### src/rtl/dmg_pkg.sv
// Shared definitions for the OAM DMA block: FSM states, fixed addresses and
// the echo-RAM source fold used when forming DMA read addresses.
package dmg_pkg;

    // DMA engine states; each one lasts exactly one clock.
    typedef enum logic [1:0] {
        IDLE  = 2'd0,
        START = 2'd1,
        RD_PH = 2'd2,
        WR_PH = 2'd3
    } dma_state_t;

    // CPU-visible DMA source register.
    localparam logic [15:0] DMA_REG_ADDR = 16'hFF46;

    // Index of the final OAM byte (160 bytes, 0x00..0x9F).
    localparam logic [7:0] OAM_LAST = 8'h9F;

    // Sources at or above ECHO_BASE alias work RAM; ECHO_MASK folds them down.
    localparam logic [7:0] ECHO_BASE = 8'hE0;
    localparam logic [7:0] ECHO_MASK = 8'hDF;

    // Value the CPU sees on reads it is locked out of during a transfer.
    localparam logic [7:0] LOCKOUT_DATA = 8'hFF;

    // Map a source page to the page actually read from the bus.
    function automatic logic [7:0] echo_fold(input logic [7:0] src);
        return (src >= ECHO_BASE) ? (src & ECHO_MASK) : src;
    endfunction

endpackage

### src/rtl/oam_dma_addr_gen.sv
// Byte index counter and source-address formation for OAM DMA.
// The index restarts at zero whenever a new transfer is accepted and steps
// once per completed OAM write until the last byte has been written.
module oam_dma_addr_gen
    import dmg_pkg::*;
(
    input  logic        i_clk,
    input  logic        i_reset,
    input  logic        i_clear,
    input  logic        i_advance,
    input  logic [7:0]  i_src_hi,
    output logic [7:0]  o_idx,
    output logic        o_last,
    output logic [15:0] o_rd_addr
);

    logic [7:0] r_idx;
    logic [7:0] w_eff_src;
    logic       w_last;

    // Index register: clear on reset or on a newly accepted transfer,
    // otherwise step after each OAM write that is not the final one.
    always_ff @(posedge i_clk) begin
        if (i_reset) begin
            r_idx <= 8'h00;
        end else if (i_clear) begin
            r_idx <= 8'h00;
        end else if (i_advance && !w_last) begin
            r_idx <= r_idx + 8'd1;
        end
    end

    // Source page with the echo region folded onto work RAM, and the
    // final-byte flag the FSM uses to leave the transfer.
    always_comb begin
        w_eff_src = echo_fold(i_src_hi);
        w_last    = (r_idx == OAM_LAST);
    end

    assign o_idx     = r_idx;
    assign o_last    = w_last;
    assign o_rd_addr = {w_eff_src, r_idx};

endmodule

### src/rtl/oam_dma_arbiter.sv
// OAM DMA engine plus CPU/DMA bus arbiter.
// A CPU write to FF46 latches a source page and (re)starts a 160-byte copy
// into OAM: one START cycle, then alternating bus-read / OAM-write cycles.
// While the copy runs the CPU is fenced off the external bus; otherwise CPU
// traffic passes straight through. FF46 itself never reaches the bus.
// Bus strobes are plain level signals: MREQ/RD/WR high for a cycle means
// one access at A in that cycle; D_in is taken at the end of a read cycle.
module oam_dma_arbiter
    import dmg_pkg::*;
(
    input  logic        CLK,
    input  logic        RESET,
    input  logic [15:0] cpu_a,
    input  logic [7:0]  cpu_dout,
    input  logic        cpu_mreq,
    input  logic        cpu_rd,
    input  logic        cpu_wr,
    output logic [7:0]  cpu_din,
    output logic [15:0] A,
    output logic [7:0]  D_out,
    input  logic [7:0]  D_in,
    output logic        MREQ,
    output logic        RD,
    output logic        WR,
    output logic [7:0]  oam_a,
    output logic [7:0]  oam_d,
    output logic        oam_we,
    output logic        dma_active,
    output dma_state_t  o_dbg_state
);

    dma_state_t  r_state;
    dma_state_t  w_state_nxt;
    logic [7:0]  r_src_hi;
    logic [7:0]  r_data;

    logic        w_is_dma_reg;
    logic        w_dma_reg_wr;
    logic        w_dma_reg_rd;
    logic        w_active;
    logic        w_rd_phase;
    logic        w_wr_phase;

    logic [7:0]  w_idx;
    logic        w_last;
    logic [15:0] w_rd_addr;

    // Decode of CPU accesses to the DMA source register.
    always_comb begin
        w_is_dma_reg = (cpu_a == DMA_REG_ADDR);
        w_dma_reg_wr = cpu_mreq & cpu_wr & w_is_dma_reg;
        w_dma_reg_rd = cpu_mreq & cpu_rd & w_is_dma_reg;
    end

    oam_dma_addr_gen u_addr_gen (
        .i_clk     (CLK),
        .i_reset   (RESET),
        .i_clear   (w_dma_reg_wr),
        .i_advance (w_wr_phase),
        .i_src_hi  (r_src_hi),
        .o_idx     (w_idx),
        .o_last    (w_last),
        .o_rd_addr (w_rd_addr)
    );

    // State register; reset wins over a simultaneous FF46 write.
    always_ff @(posedge CLK) begin
        if (RESET) begin
            r_state <= IDLE;
        end else begin
            r_state <= w_state_nxt;
        end
    end

    // Next state and phase flags. An FF46 write forces START from any
    // state, including the final write cycle, so a restart is never lost.
    always_comb begin
        w_state_nxt = r_state;
        w_active    = 1'b0;
        w_rd_phase  = 1'b0;
        w_wr_phase  = 1'b0;
        case (r_state)
            IDLE: begin
                w_state_nxt = IDLE;
            end
            START: begin
                w_active    = 1'b1;
                w_state_nxt = RD_PH;
            end
            RD_PH: begin
                w_active    = 1'b1;
                w_rd_phase  = 1'b1;
                w_state_nxt = WR_PH;
            end
            WR_PH: begin
                w_active    = 1'b1;
                w_wr_phase  = 1'b1;
                w_state_nxt = w_last ? IDLE : RD_PH;
            end
            default: begin
                w_state_nxt = IDLE;
            end
        endcase
        if (w_dma_reg_wr) begin
            w_state_nxt = START;
        end
    end

    // DMA source page, written only by the CPU through FF46.
    always_ff @(posedge CLK) begin
        if (RESET) begin
            r_src_hi <= 8'h00;
        end else if (w_dma_reg_wr) begin
            r_src_hi <= cpu_dout;
        end
    end

    // Byte fetched in the read phase, held for the following OAM write.
    always_ff @(posedge CLK) begin
        if (RESET) begin
            r_data <= 8'h00;
        end else if (w_rd_phase) begin
            r_data <= D_in;
        end
    end

    // Bus and OAM mux: DMA owns the bus while active, otherwise the CPU
    // passes through except for FF46, which is answered locally.
    always_comb begin
        A       = cpu_a;
        D_out   = cpu_dout;
        MREQ    = 1'b0;
        RD      = 1'b0;
        WR      = 1'b0;
        cpu_din = D_in;
        oam_a   = 8'h00;
        oam_d   = 8'h00;
        oam_we  = 1'b0;
        if (w_active) begin
            A       = w_rd_addr;
            D_out   = 8'h00;
            MREQ    = w_rd_phase;
            RD      = w_rd_phase;
            cpu_din = LOCKOUT_DATA;
        end else if (!w_is_dma_reg) begin
            MREQ = cpu_mreq;
            RD   = cpu_rd;
            WR   = cpu_wr;
        end
        if (w_wr_phase) begin
            oam_a  = w_idx;
            oam_d  = r_data;
            oam_we = 1'b1;
        end
        if (w_dma_reg_rd) begin
            cpu_din = r_src_hi;
        end
    end

    assign dma_active  = w_active;
    assign o_dbg_state = r_state;

endmodule

### config.mk
export PLATFORM = sky130hd
export DESIGN_NAME = oam_dma_arbiter
export DESIGN_NICKNAME = d
export VERILOG_FILES = /design/src/rtl/dmg_pkg.sv /design/src/rtl/oam_dma_addr_gen.sv /design/src/rtl/oam_dma_arbiter.sv
export SDC_FILE = /design/constraint.sdc
export NUM_CORES = 1
export LEC_CHECK = 0
export ABC_AREA = 1
export CAP_MARGIN = 0
export CORE_ASPECT_RATIO = 0.7
export CORE_MARGIN = 2
export CORE_UTILIZATION = 40
export CTS_CLUSTER_SIZE = 30
export DETAILED_ROUTE_END_ITERATION = 16
export MAX_ROUTING_LAYER = met4
export PLACE_DENSITY = 0.8
export SLEW_MARGIN = 25
export SYNTH_ARGS = -nofsm -noshare
export SYNTH_HDL_FRONTEND = slang
export SYNTH_SLANG_ARGS = --single-unit
### constraint.sdc
create_clock -name CLK -period 2 [get_ports CLK]
set_input_delay 0.2 -clock CLK [delete_from_list [all_inputs] [get_ports CLK]]
set_output_delay 0.2 -clock CLK [all_outputs]
set_load 0.05 [all_outputs]
==> results_dict.tcl, run 1 <==
set metrics [dict create \
    outcome "complete, no violations" \
    critPathTopFamily "buffers and inverters" \
    clock_path_buffers 2 \
    fmax_mhz 528 \
    powerDensity_nw_per_um2 463 \
    synthSimpleGateAreaFrac_pct 46.3 \
    antenna_found_initial 0 \
    critPathBufInv 4 \
    worst_skew_pair.late_latency_ns 0.27 \
    die_x_um 85.0 \
    avgSynthCellArea_um2 5.65 \
    cp_slowest_cell "clkdlybuf4s50_1" \
    intPower_mw 0.973 \
    ctsRootBufferMaster "clkbuf_8" \
    setup_ws_ns 0.105 \
    dp_slack_ns 0.0557 \
    fin_cells 469 \
    fp.dieH_um 60.7 \
    synth_xor_area_share_pct 0.477 \
    cp-start-kind "primary input" \
    dpl.hpwl_um 4460 \
    coreArea_um2 4380 \
    ys_ff_latch 26 \
    drt-wirelength-per-cell_um 12.0 \
    areaGrowthSynthToFinish_pct 62.9 \
    critical_path_class "primary input to primary output" \
    ant_nets 0 \
    insertedDiodeCount 0 \
    start_util_pct 41.9 \
    track_usage_pct 22.4 \
    arrival_ns 1.70 \
    period_share_pct 94.8 \
    synthAdderAreaFrac_pct 0.681 \
    port_buffers 91 \
    seqPwrFrac_pct 37.4 \
    timing.slew.headroom_pct 65.7 \
    pin_count 92 \
    synth_top_family_by_area "simple AND/OR/NAND/NOR gates" \
    grt_max_degree 27 \
    p_leak_nw 1.40 \
    synth.area.mux_share_pct 0 \
    tightest_slew_ns 0.513 \
    cap_violations 0 \
    dp_cells 464 \
    hold_path.class "flop to flop" \
    grt_pass1_vias 1948 \
    slew_viol_final 0 \
    fin_nets 453 \
    dr_wl_met3_um 428 \
    rows 20 \
    vdd_drop_max_mv 0.345 \
    worst_path_largest_cell_delay_ns 0.50 \
    p_sw_mw 0.411 \
    finish.utilization_pct 68.3 \
    routed_wl_um 5630 \
    cp.required_ns 1.80 \
    synth_compound_area_share_pct 10.9 \
    hold_viol 0 \
    viasPerCell 4.88 \
    wl_met2_um 2490 \
    clock_skew_ns 0.00226 \
    clock_power_share_pct 31.8 \
    wirelength_met1_um 2680 \
    netlist_area_um2 1840 \
    drive_above_1_share_pct 23.7 \
    fin_crit_ns 1.90 \
    cp_max_fo 8 \
    pwr-share-comb_pct 30.9 \
    drtIter0Drc 117 \
    cp-end-kind "primary output" \
    synth_cell_types 24 \
    crit_top_cell "nand2_1" \
    overflow 0 \
    synth_seq_area_share_pct 28.3 \
    most-common-layout-cells "nand2_1 (90), nor2_1 (43), inv_1 (41), buf_4 (40), clkdlybuf4s50_1 (38)" \
    gp_congestion 0.850 \
    drc_errors 0 \
    cts_num_sinks 26 \
    final_common_cell "nand2_1" \
    ys_warn_count 0 \
    synth_nets 363 \
    cp_cell_sequence "clkdlybuf4s50_1 -> nand2_2 -> inv_1 -> nand2_1 -> nor2_2 -> nor2b_4 -> buf_4 -> nand2_4 -> nand2_1 -> nand2_1 -> buf_12" \
    numCtsBuffers 3 \
    h-tree-depth 1 \
    power_switching_share_pct 29.7 \
    setup-violations-final 0 \
    grt_pass1_wl_um 8890 \
    cts_tree "built" \
    die-area_um2 5160 \
    path_clk_slew_ns 0.09 \
    routed.top_layer "met4" \
    vias 2288 \
    drt-pass1-iter-count 4 \
    syn_inst 325 \
]
[power groups by stage]
stage	Combinational (mW)	Clock, mW	Sequential [mW]
after floorplan	0.213	0	0.529
after global placement	0.420	0	0.529
after detailed placement	0.422	0	0.529
after CTS	0.424	0.451	0.517
after global routing	0.450	0.468	0.517
final	0.427	0.440	0.517
[Yosys cell counts, drive strengths merged]
cell	count	area (um2)
nand2	99	392
nor2	58	235
inv	44	165
dfxtp	26	521
nand3	26	130
o21ai	23	115
a21oi	17	85.1
buf	9	56.3
or2	8	50.0
nand4	6	37.5
clkbuf	4	15.0
clkinv	2	7.51
ha	1	12.5
nor2b	1	6.26
xor2	1	8.76
[logic make-up after synthesis]
logic type / count (synthesis)
and+or+nand+nor: 198
adders and majority gates: 1
AOI/OAI and AO/OA: 40
xor gates and xnor gates: 1
buffers and inverters: 59
DFF: 26
[sequential cells by signal, summed over array words and instances, names as in the netlist]
signal,flops
r_data,8
r_src_hi,8
o_dbg_state,2
u_addr_gen.o_idx,8
[area by class of cell]
type / count / area (um2)
Clock inverter: 1 / 30.0
Fill cell: 392 / 1390
Sequential cell: 26 / 523
Clock buffer: 3 / 41.3
Timing Repair Buffer: 98 / 1040
Multi-Input combinational cell: 240 / 1120
Inverter: 46 / 173
Tap cell: 55 / 68.8
[routing by layer]
metal  vias to the layer above  GRT usage (%)
li1                       1183              -
met2                        88           35.8
met3                         4           3.13
met4                         0           4.76
met1                      1013           30.5
met5                         -              -
[final timing paths]
check,startpoint,end,slack (ns),cells past startpoint
worst max register to register,u_addr_gen.o_idx[0],u_addr_gen.o_idx[2],0.60,9
worst max-delay path,cpu_a[14],cpu_din[5],0.10,11
worst min-delay path,r_data[4],r_data[4],0.46,2
worst min register to register,r_data[4],r_data[4],0.46,2
[timing repair]
item | in CTS | in global routing
endpoints found under the setup margin | 0 | 8
setup buffers | 0 | 0
hold buffers | 0 | 0
resized for setup | 0 | 11
[tightest hold or removal path: cells and delay by family, from the launching register on]
kind | cells | cell delay [ns]
flops | 1 | 0.31
buf+inv | 1 | 0.06
compound gates | 1 | 0.05
[per-stage QoR]
stage                     hold slack (ns)  cell area, um2  setup TNS, ns  power, mW
final                               0.457            2990              0       1.38
after global routing                0.476            2990        -0.0176       1.44
after floorplan                     0.262            1860         -0.788      0.742
after global placement              0.441            2880              0      0.949
after detailed placement            0.446            2880              0      0.952
after CTS                           0.461            2950              0       1.39
(Power assumes the default switching activity.)
==> inputs of run 2 (changes only) <==
--- a/config.mk
+++ b/config.mk
@@ -5,7 +5,7 @@
 export SDC_FILE = /design/constraint.sdc
 export NUM_CORES = 1
 export LEC_CHECK = 0
-export ABC_AREA = 1
+export ABC_AREA = 0
 export CAP_MARGIN = 0
 export CORE_ASPECT_RATIO = 0.7
 export CORE_MARGIN = 2
@@ -13,7 +13,7 @@
 export CTS_CLUSTER_SIZE = 30
 export DETAILED_ROUTE_END_ITERATION = 16
 export MAX_ROUTING_LAYER = met4
-export PLACE_DENSITY = 0.8
+export PLACE_DENSITY = 0.83
 export SLEW_MARGIN = 25
 export SYNTH_ARGS = -nofsm -noshare
 export SYNTH_HDL_FRONTEND = slang
==> results_dict.tcl, run 2 <==
set metrics [dict create \
    regToRegStartpoint "u_addr_gen.o_idx[1]" \
    synth_cell_types 34 \
    cp_cell_sequence "buf_6 -> or4b_4 -> nor4_4 -> buf_4 -> nand3_4 -> mux2_4 -> buf_12" \
    finish.utilization_pct 72.3 \
    grt_pass1_wl_um 9220 \
    h-tree-depth 1 \
    fin_nets 336 \
    synthTopCellsByArea "dfxtp_1 (31%), mux2_2 (16%), and3_1 (6.7%)" \
    critPathBufInv 3 \
    areaGrowthSynthToFinish_pct 71.9 \
    drive_above_1_share_pct 38.0 \
    avgSynthCellArea_um2 8.23 \
    gp_congestion 0.914 \
    overflow 0 \
    worst_skew_pair.late_latency_ns 0.28 \
    dp_slack_ns -0.486 \
    netlist_area_um2 1670 \
    setup_ws_ns -0.00725 \
    fp.dieH_um 58.1 \
    critical_path_class "primary input to primary output" \
    vdd_drop_max_mv 0.390 \
    start_util_pct 42.1 \
    cts_num_sinks 26 \
    endpoint "cpu_din[2]" \
    wl_met2_um 2570 \
    dr_wl_met3_um 642 \
    ctsRootBufferMaster "clkbuf_8" \
    track_usage_pct 26.0 \
    ys.flop_type "dfxtp_1" \
    final_common_cell "buf_4" \
    synth_top_area_share_pct 31.2 \
    multi_input_area_um2 1100 \
    routed_wl_um 5800 \
    cts_tree "built" \
    insertedDiodeCount 0 \
    antenna_found_initial 0 \
    ys_ff_latch 26 \
    ys_warn_count 0 \
    crit_cells 7 \
    syn_inst 203 \
    slew_viol_final 0 \
    path_clk_slew_ns 0.09 \
    synth_seq_area_share_pct 31.2 \
    r2r_end "u_addr_gen.o_idx[2]" \
    cp_max_fo 8 \
    fmax_mhz 498 \
    cp_slowest_cell "or4b_4" \
    fin_crit_ns 2.01 \
    seq_area_um2 528 \
    ant_nets 0 \
    critPathTopFamily "simple AND/OR/NAND/NOR gates" \
    drc_errors 0 \
    port_buffers 91 \
    cap_violations 0 \
    viasPerCell 5.50 \
    numCtsBuffers 3 \
    rsz0062_at_grt "yes" \
    routed.top_layer "met4" \
    drtIter0Drc 145 \
    synth_nets 241 \
    synth_edf_count 0 \
    timing.slew.headroom_pct 73.9 \
    hold_viol 0 \
    rows 19 \
    p_leak_nw 1.28 \
    synth.most_common_cell "dfxtp_1" \
    synthTopCellsByCount "dfxtp_1 (26), mux2_2 (23), nand2_1 (22)" \
    cts_setup_buffers 0 \
    synth_top_area_cell "dfxtp_1" \
    cp.required_ns 1.80 \
    hold_path.class "flop to flop" \
    async_reset_ff_share_pct 0 \
    fill_cells 301 \
    cp-start-kind "primary input" \
    most-common-layout-cells "buf_4 (53), dfxtp_1 (24), nand2_1 (22), mux2_2 (22), clkdlybuf4s50_1 (20)" \
    drt-wirelength-per-cell_um 16.6 \
    worst_path_largest_cell_delay_ns 0.55 \
    vias 1921 \
    drt-pass1-iter-count 4 \
    pin_count 92 \
    setup-violations-final 2 \
    startpoint "cpu_a[5]" \
    rrSetupSlack_ns 0.31 \
    powerDensity_nw_per_um2 477 \
    violations "setup timing" \
    tightest_slew_ns 0.391 \
    outcome "complete, but fails checks" \
    grt_max_degree 31 \
    clock_path_buffers 2 \
    dpl.hpwl_um 4440 \
    grt_pass1_vias 1905 \
    coreArea_um2 3970 \
    period_share_pct 100 \
    rr_worst_depth 5 \
    die_x_um 81.2 \
    wirelength_met1_um 2510 \
    arrival_ns 1.81 \
    cp-end-kind "primary output" \
    clock_skew_ns 0.0109 \
    die-area_um2 4720 \
]
## run 2: cell types whose count changed after synthesis, sizes merged, moves of 18 or more
cell / change
mux2: +23
and3: +18
nand3: -21
nor2: -53
nand2: -77
inv: -43
## run 2: logic make-up after synthesis
family / count (synthesis) / synth area share, %
simple gates: 94 / 33.2
compound gates: 33 / 10.9
flops: 26 / 31.2
mux: 25 / 16.7
buf+inv: 19 / 4.64
xor+xnor: 5 / 2.62
fa+ha+maj: 1 / 0.749
## run 2: where the power goes
group	internal, mW	leakage [nW]	switching, mW	total [mW]
Sequential	0.514	0.211	0.0000140	0.514
Clock	0.268	0.0357	0.175	0.443
Combinational	0.188	1.03	0.223	0.411
Total	0.971	1.28	0.397	1.37
## run 2: how the worst min path moves through the flow
stage                     startpoint         to  slack, ns  cells past startpoint
after floorplan              D_in[0]  r_data[0]       0.34                      2
final                      r_data[2]  r_data[2]       0.46                      2
after global routing       r_data[2]  r_data[2]       0.48                      2
after detailed placement   r_data[2]  r_data[2]       0.45                      2
after global placement     r_data[2]  r_data[2]       0.44                      2
after CTS                  r_data[2]  r_data[2]       0.46                      2
## run 2: final cells by class
| cell class | count | area share, % |
|---|---|---|
| repair buffers | 108 | 38.4 |
| clock inverters | 1 | 1.05 |
| multi-input cells | 158 | 38.3 |
| well taps | 52 | 2.27 |
| flip-flops and latches | 26 | 18.4 |
| clock buffers | 3 | 1.44 |
| inverters | 1 | 0.131 |
## run 2: worst register-to-register path: stages, from the launching register on
cell and delay (ns):
dfxtp_1 0.44, ha_1 0.29, nand4bb_1 0.25, nor2_1 0.19, nor2_1 0.06, a2111oi_0 0.35
## run 2: per-stage QoR
stage | cell area, um2 | cells | TNS (ns) | hold WS, ns | power, mW
after floorplan | 1680 | 203 | 0 | 0.336 | 0.724
after global placement | 2800 | 345 | -8.79 | 0.438 | 0.946
after detailed placement | 2800 | 345 | -9.81 | 0.446 | 0.948
after CTS | 2850 | 349 | -0.00501 | 0.458 | 1.38
after global routing | 2870 | 349 | -0.416 | 0.480 | 1.42
final | 2870 | 349 | -0.00884 | 0.459 | 1.37
## run 2: metal layers
metal | up-vias | GRT usage, %
met3 | 10 | 7.32
met4 | 0 | 7.02
met5 | - | -
met1 | 886 | 35.1
met2 | 100 | 38.4
li1 | 925 | -
## run 2: timing repair
item                                    CTS  global route
endpoints found under the setup margin   16            27
gates resized for setup                  31             5
cloned                                    0             0
hold buffers                              0             0
pin swaps                                 5             0
